<file path="src/rtl/instr_fetch_decode_q.sv">
// Parcel assembler + decoder with a PC-tagged output FIFO for the execute stage.
// Optional sticky illegal-opcode trap: define DECODE_ILLEGAL_TRAP_EN to add trap_o.
module instr_fetch_decode_q #(
  parameter int PC_W      = 16,
  parameter int OUT_DEPTH = 2,
  parameter int REG_W     = 3
) (
  input  logic              clk,
  input  logic              rst_n,
  input  logic              in_valid,
  output logic              in_ready,
  input  logic [15:0]       in_parcel,
  input  logic              flush,
  input  logic [PC_W-1:0]   flush_pc,
  output logic              out_valid,
  input  logic              out_ready,
  output logic [2:0]        out_opcode,
  output logic [REG_W-1:0]  out_rs1,
  output logic [REG_W-1:0]  out_rs2,
  output logic [REG_W-1:0]  out_rd,
  output logic [3:0]        out_instr,
  output logic [3:0]        out_m_type,
  output logic [2:0]        out_b_type,
  output logic [8:0]        out_offset,
  output logic              out_jump_type,
  output logic [15:0]       out_imm,
  output logic              out_ldst,
  output logic [14:0]       out_addr_offset,
  output logic              out_dest_rf,
  output logic              out_use_imm,
  output logic              out_use_addr,
  output logic              out_is_double_word,
  output logic              out_illegal,
  output logic [PC_W-1:0]   out_pc
`ifdef DECODE_ILLEGAL_TRAP_EN
  ,
  output logic              trap_o
`endif
);

  localparam int PTR_W = (OUT_DEPTH > 1) ? $clog2(OUT_DEPTH) : 1;
  localparam int CNT_W = $clog2(OUT_DEPTH + 1);

  localparam logic [2:0] OP_R = 3'd0;
  localparam logic [2:0] OP_I = 3'd1;
  localparam logic [2:0] OP_B = 3'd2;
  localparam logic [2:0] OP_J = 3'd3;
  localparam logic [2:0] OP_M = 3'd4;

  typedef enum logic {S_FIRST, S_SECOND} state_t;

  typedef struct packed {
    logic [2:0]       opcode;
    logic [REG_W-1:0] rs1;
    logic [REG_W-1:0] rs2;
    logic [REG_W-1:0] rd;
    logic [3:0]       instr;
    logic [3:0]       m_type;
    logic [2:0]       b_type;
    logic [8:0]       offset;
    logic             jump_type;
    logic [15:0]      imm;
    logic             ldst;
    logic [14:0]      addr_offset;
    logic             dest_rf;
    logic             use_imm;
    logic             use_addr;
    logic             is_double_word;
    logic             illegal;
    logic [PC_W-1:0]  pc;
  } entry_t;

  function automatic entry_t decode(input logic [15:0] p0, input logic [15:0] p1,
                                    input logic [PC_W-1:0] pc);
    entry_t d;
    d    = '0;
    d.pc = pc;
    case (p0[2:0])
      OP_R: begin
        d.opcode  = OP_R;
        d.rs1     = REG_W'(p0[5:3]);
        d.rs2     = REG_W'(p0[8:6]);
        d.rd      = REG_W'(p0[11:9]);
        d.instr   = p0[15:12];
        d.dest_rf = 1'b1;
      end
      OP_I: begin
        d.opcode         = OP_I;
        d.rs1            = REG_W'(p0[5:3]);
        d.rd             = REG_W'(p0[11:9]);
        d.instr          = p0[15:12];
        d.imm            = p1;
        d.use_imm        = 1'b1;
        d.dest_rf        = 1'b1;
        d.is_double_word = 1'b1;
      end
      OP_B: begin
        d.opcode = OP_B;
        d.rs1    = REG_W'(p0[5:3]);
        d.rs2    = REG_W'(p0[8:6]);
        d.offset = {5'b0, p0[12:9]};
        d.b_type = p0[15:13];
      end
      OP_J: begin
        d.opcode    = OP_J;
        d.offset    = {p0[15:12], p0[8:4]};
        d.jump_type = p0[6];
        d.rd        = REG_W'(p0[11:9]);
        d.dest_rf   = 1'b1;
      end
      OP_M: begin
        d.opcode         = OP_M;
        d.rd             = REG_W'(p0[11:9]);
        d.rs1            = REG_W'(p0[5:3]);
        d.rs2            = REG_W'(p0[8:6]);
        d.m_type         = p0[15:12];
        d.ldst           = p1[0];
        d.addr_offset    = p1[15:1];
        d.use_addr       = 1'b1;
        d.is_double_word = 1'b1;
      end
      default: d.illegal = 1'b1;
    endcase
    return d;
  endfunction

  function automatic logic [PTR_W-1:0] ptr_inc(input logic [PTR_W-1:0] p);
    return (p == PTR_W'(OUT_DEPTH - 1)) ? '0 : p + 1'b1;
  endfunction

  state_t            state_reg, state_next;
  logic [15:0]       p0_reg;
  logic [PC_W-1:0]   p0_pc_reg;
  logic [PC_W-1:0]   pc_reg;
  logic [PTR_W-1:0]  rd_ptr_reg, wr_ptr_reg;
  logic [CNT_W-1:0]  count_reg;
  entry_t            mem [OUT_DEPTH];
  entry_t            decoded, head;
  logic              full, accept, push, pop, latch_p0, trap_blk;

  assign full      = (count_reg == CNT_W'(OUT_DEPTH));
  assign out_valid = (count_reg != '0);
  assign pop       = out_valid && out_ready && !flush;
  // A full FIFO still takes a parcel when the head leaves in the same cycle.
  assign in_ready  = rst_n && !flush && !trap_blk && (!full || pop);
  assign accept    = in_valid && in_ready;

  always_comb begin
    if (state_reg == S_SECOND) decoded = decode(p0_reg, in_parcel, p0_pc_reg);
    else                       decoded = decode(in_parcel, 16'h0000, pc_reg);
  end

  always_comb begin
    state_next = state_reg;
    push       = 1'b0;
    latch_p0   = 1'b0;
    if (accept) begin
      case (state_reg)
        S_FIRST: begin
          if (in_parcel[2:0] == OP_I || in_parcel[2:0] == OP_M) begin
            latch_p0   = 1'b1;
            state_next = S_SECOND;
          end else begin
            push = 1'b1;
          end
        end
        S_SECOND: begin
          push       = 1'b1;
          state_next = S_FIRST;
        end
        default: state_next = S_FIRST;
      endcase
    end
  end

  always_ff @(posedge clk or negedge rst_n) begin
    if (!rst_n) begin
      state_reg <= S_FIRST;
      p0_reg    <= '0;
      p0_pc_reg <= '0;
      pc_reg    <= '0;
    end else if (flush) begin
      state_reg <= S_FIRST;
      pc_reg    <= flush_pc;
    end else begin
      state_reg <= state_next;
      if (latch_p0) begin
        p0_reg    <= in_parcel;
        p0_pc_reg <= pc_reg;
      end
      if (accept) pc_reg <= pc_reg + 1'b1;
    end
  end

  always_ff @(posedge clk or negedge rst_n) begin
    if (!rst_n) begin
      rd_ptr_reg <= '0;
      wr_ptr_reg <= '0;
      count_reg  <= '0;
    end else if (flush) begin
      rd_ptr_reg <= '0;
      wr_ptr_reg <= '0;
      count_reg  <= '0;
    end else begin
      if (push) wr_ptr_reg <= ptr_inc(wr_ptr_reg);
      if (pop)  rd_ptr_reg <= ptr_inc(rd_ptr_reg);
      if (push && !pop)      count_reg <= count_reg + 1'b1;
      else if (pop && !push) count_reg <= count_reg - 1'b1;
    end
  end

  // Storage needs no reset: every read is masked by out_valid.
  always_ff @(posedge clk) begin
    if (push) mem[wr_ptr_reg] <= decoded;
  end

`ifdef DECODE_ILLEGAL_TRAP_EN
  logic trap_reg;
  always_ff @(posedge clk or negedge rst_n) begin
    if (!rst_n)                        trap_reg <= 1'b0;
    else if (flush)                    trap_reg <= 1'b0;
    else if (push && decoded.illegal)  trap_reg <= 1'b1;
  end
  assign trap_o   = trap_reg;
  assign trap_blk = trap_reg;
`else
  assign trap_blk = 1'b0;
`endif

  always_comb begin
    head = '0;
    if (out_valid) head = mem[rd_ptr_reg];
  end

  assign out_opcode         = head.opcode;
  assign out_rs1            = head.rs1;
  assign out_rs2            = head.rs2;
  assign out_rd             = head.rd;
  assign out_instr          = head.instr;
  assign out_m_type         = head.m_type;
  assign out_b_type         = head.b_type;
  assign out_offset         = head.offset;
  assign out_jump_type      = head.jump_type;
  assign out_imm            = head.imm;
  assign out_ldst           = head.ldst;
  assign out_addr_offset    = head.addr_offset;
  assign out_dest_rf        = head.dest_rf;
  assign out_use_imm        = head.use_imm;
  assign out_use_addr       = head.use_addr;
  assign out_is_double_word = head.is_double_word;
  assign out_illegal        = head.illegal;
  assign out_pc             = head.pc;

endmodule

</file>
<file path="config.mk">
export PLATFORM = sky130hd
export DESIGN_NAME = instr_fetch_decode_q
export DESIGN_NICKNAME = d
export VERILOG_FILES = /design/src/rtl/instr_fetch_decode_q.sv
export SDC_FILE = /design/constraint.sdc
export NUM_CORES = 1
export LEC_CHECK = 0
export CAP_MARGIN = 15
export CELL_PAD_IN_SITES_DETAIL_PLACEMENT = 1
export CELL_PAD_IN_SITES_GLOBAL_PLACEMENT = 1
export CORE_MARGIN = 1
export CORE_UTILIZATION = 40
export CTS_BUF_LIST = sky130_fd_sc_hd__clkbuf_4 sky130_fd_sc_hd__clkbuf_8 sky130_fd_sc_hd__clkbuf_16
export CTS_CLUSTER_SIZE = 20
export DETAILED_ROUTE_END_ITERATION = 10
export PLACE_DENSITY_LB_ADDON = 0.3
export SLEW_MARGIN = 20
export SYNTH_ARGS = -nofsm -noshare
export SYNTH_HDL_FRONTEND = slang
export SYNTH_SLANG_ARGS = --single-unit
</file>
<file path="constraint.sdc">
create_clock -name clk -period 7.4 [get_ports clk]
set_input_delay 1.48 -clock clk [delete_from_list [all_inputs] [get_ports clk]]
set_output_delay 1.48 -clock clk [all_outputs]
set_load 0.01 [all_outputs]
</file>
==> results.md <==
- For the pin with the worst max-slew slack, the measured transition is 0.953 ns.
- Yosys printed 0 warnings.
- The vertical extent of the die is 160 um.
- The quantity of I/O buffers inserted on ports is 124.
- At the worst endpoint, the arrival time is 3.59 ns.
- The via count is 6318.
- The routability-driven placement congestion ratio is 0.809.
- The per-cell via count in the routed design is 5.36.
- The flow ran to the end, and the final reports show no timing, DRC or antenna violations.
- Post-CTS repair changed the size of 0 cells.
- The post-route antenna net violation count is 0.
- In this run the worst path has a maximum fanout of 23.
- The HPWL after detailed placement is 15.8 mm.
- In this run the horizontal extent of the chip is 160 um.
- After detailed placement, the design holds a cell count of 1137.
- Setup violations remaining at the end of the flow were counted as 0.
- The mapped netlist covers 9940 um2.
- The endpoint type of the worst setup path is a primary output.
- The wire length of the first global-routing pass is 37.8 mm.
- The max-capacitance violation count is 0.
- The number of buffers between clock root and the deepest sink is 3.
- The number of nets in the synthesized netlist is 763.
- The count of cells in the finished layout, fillers not included, comes to 1179.
- In the global route stage, overall resource usage came out at 0.187.
- The most common cell in the netlist is edfxtp_1.
- For this configuration, the core starts out at a cell density of 0.409.
- In this run, the number of DRC markers left after iteration 0 of detailed routing was 304.
- The clock net in this run drives a total of 225 sinks.
- Setup repair after global routing left no endpoint under its margin.
- In the finished design, the share of the clock period the worst path needs comes to 0.685.
- The core area is 24300 um2.
- Across all hold checks on the routed design, the worst slack comes to 0.479 ns.
- The share of the yosys chip area belonging to registers is 0.653.
- The max-slew violation count was 0.
- Pin placement for this block handled 125 I/O pins.
- Counting flops per register, the top entry is mem.
- The portion of synthesized cell area occupied by the leading cell type is 0.520.
- For this design, the CTS-stage hold fixing added 0 buffers.
- The via count of the first global-routing pass is 6769.
- The leakage power total is 0.00413 uW.
- After synthesis, the share of flip-flops with an asynchronous set or reset is 0.236.
- The share of post-route cells with drive strength above 1 is 0.0890.
- The number of optimization iterations in the first detailed-route pass is 4.
- The shortest clock period the worst path allows after layout is 5.07 ns.
- After floorplanning, the core was divided into 57 placement rows.
- The most used flip-flop cell after synthesis is edfxtp_1.
- The synthesized design contains 172 enable-type register cells.
- In the synthesized netlist, the number of instances is 725.
- The register with the most flip-flops in the layout has 172 of them.
- The class of the most critical hold timing path is reg -> reg.
- The final global-route overflow total is 0.
- The area enclosed by the die boundary is 25500 um2.
- The top achievable clock speed is 0.197 GHz.
- The mean area per synthesized cell is 13.7 um2.
- Yosys attributes the largest share of cell area to edfxtp_1 52%, dfrtp_1 13%, mux2i_1 9.7%.
- After clock tree synthesis, the clock-pin slew on the worst setup and hold paths is 0.06 ns.
- The flip-flop and latch count after synthesis is 225.
- The initial antenna violation count is 1.
- The number of buffers created by CTS is 23.
- In this run the number of H-tree levels came out at 1.
- The leading area contributor after synthesis is edfxtp_1.
- In this run the tightest slew margin relative to its limit is 0.360.
- The tree is rooted in a clkbuf_16.
- The total setup buffers inserted after CTS is 0.
- The CTS tree is done.
- Synthesis instantiated 51 different standard cells from the library.
- The post-detailed-route wirelength per cell is 20.0 um.
- The residual DRC count is 0.
- The count of final hold-check violations is 0.
- Power spread over the standard cell area amounts to 235 nW/um2.
- The commonest cells after synthesis are 172 x edfxtp_1, 101 x nor2_1, 96 x mux2i_1, 53 x dfrtp_1, 32 x and2_1.
- The wire length after detailed routing is 23.6 mm.
- In the post-route analysis, the smallest setup slack over all paths is 2.33 ns.
- The critical path is of the in -> out type.
- Entering global routing, the biggest net connects 58 pins.
- The clock latency on the worst-skew pair is 0.50 ns.
- The net count of the finished layout is 876.
- Clock skew on the completed layout was measured at 0.0133 ns.
- STA classifies the critical path startpoint as an input pin.
- IR analysis of the VDD net gives a maximum drop of 0.146 mV.
- At the placement stage, the worst setup path has a slack of 2.33 ns.
- The setup total negative slack is 0 ns.
- STA puts the critical path data required time at 5.92 ns.
- The area growth from synthesis to layout is 22.5%.
## worst max-delay path, cell delays in order
cell and delay (ns):
clkdlybuf4s50_1 0.97, inv_1 0.40, and3_1 0.26, clkdlybuf4s50_1 0.47
## worst paths after layout
check,slack (ns),cells after the start,startpoint,endpoint
hold / removal,0.48,1,p0_pc_reg[3],p0_pc_reg[3]
setup reg to reg,4.49,4,count_reg[1],mem[1][31]
max in group asynchronous,5.57,2,rst_n,rd_ptr_reg
min in group asynchronous,0.90,1,rst_n,pc_reg[8]
setup / recovery,2.33,4,flush,in_ready
hold reg to reg,0.48,1,p0_pc_reg[3],p0_pc_reg[3]
## cell type report
cell class	instances	area [um2]
Clock inverter	10	42.5
Antenna cell	1	2.50
Multi-Input combinational cell	452	3240
Tap cell	324	405
Inverter	4	15.0
Timing Repair Buffer	132	1320
Clock buffer	31	661
Fill cell	2411	12100
Sequential cell	225	6490
## metrics by stage
step	total power, uW	instance area (um2)	util
after floorplan	1680	9950	-
after detailed placement	1800	11500	0.472
after CTS	2890	12200	0.501
final	2860	12200	0.501
after global routing	2970	12200	0.501
after global placement	1780	11400	0.471
## kinds of logic after synthesis
family / after synthesis / synth area share
AND/OR/NAND/NOR: 228 / 0.113
flip-flops: 225 / 0.653
adder cells (fa/ha/maj): 1 / 0.00126
buffers and inverters: 48 / 0.0237
multiplexers: 142 / 0.149
AO/OA/AOI/OAI: 79 / 0.0583
XOR/XNOR: 2 / 0.00176
## power by group
group	switching [uW]	total (uW)	internal, uW
Combinational	138	271	133
Sequential	65.4	1500	1440
Clock	461	1080	622
Total	664	2860	2190
## cell usage in the layout (no fill, tap or decap), types with 4 or more instances in the layout
| cell | n |
|---|---|
| nand2b_1 | 8 |
| clkinv_1 | 6 |
| mux2_1 | 28 |
| or2_2 | 6 |
| o211ai_1 | 4 |
| nor3b_1 | 4 |
| mux2_2 | 18 |
| and2_1 | 32 |
| o21ai_0 | 13 |
| clkbuf_4 | 4 |
| clkinv_2 | 4 |
| nor2_1 | 100 |
| a21oi_1 | 4 |
| mux2i_1 | 96 |
| nor3_1 | 6 |
| o22ai_1 | 17 |
| nor4_1 | 4 |
| a22o_1 | 13 |
| buf_4 | 7 |
| clkdlybuf4s50_1 | 123 |
| a221o_1 | 7 |
| o311ai_0 | 9 |
| or3_1 | 5 |
| nand2_1 | 29 |
| nand3_1 | 6 |
| dfrtp_1 | 52 |
| nand4_1 | 6 |
| nor2b_1 | 4 |
| edfxtp_1 | 172 |
| inv_1 | 4 |
| clkbuf_16 | 23 |
| clkbuf_8 | 4 |
## layer usage
metal | global-route usage | vias up | part of all wire
li1 | - | 2934 | -
met1 | 0.236 | 3219 | 0.42
met2 | 0.337 | 133 | 0.52
met3 | 0.0317 | 32 | 0.046
met4 | 0.0406 | 0 | 0.013
met5 | 0 | - | 0
Power figures use the tool's default switching activity.
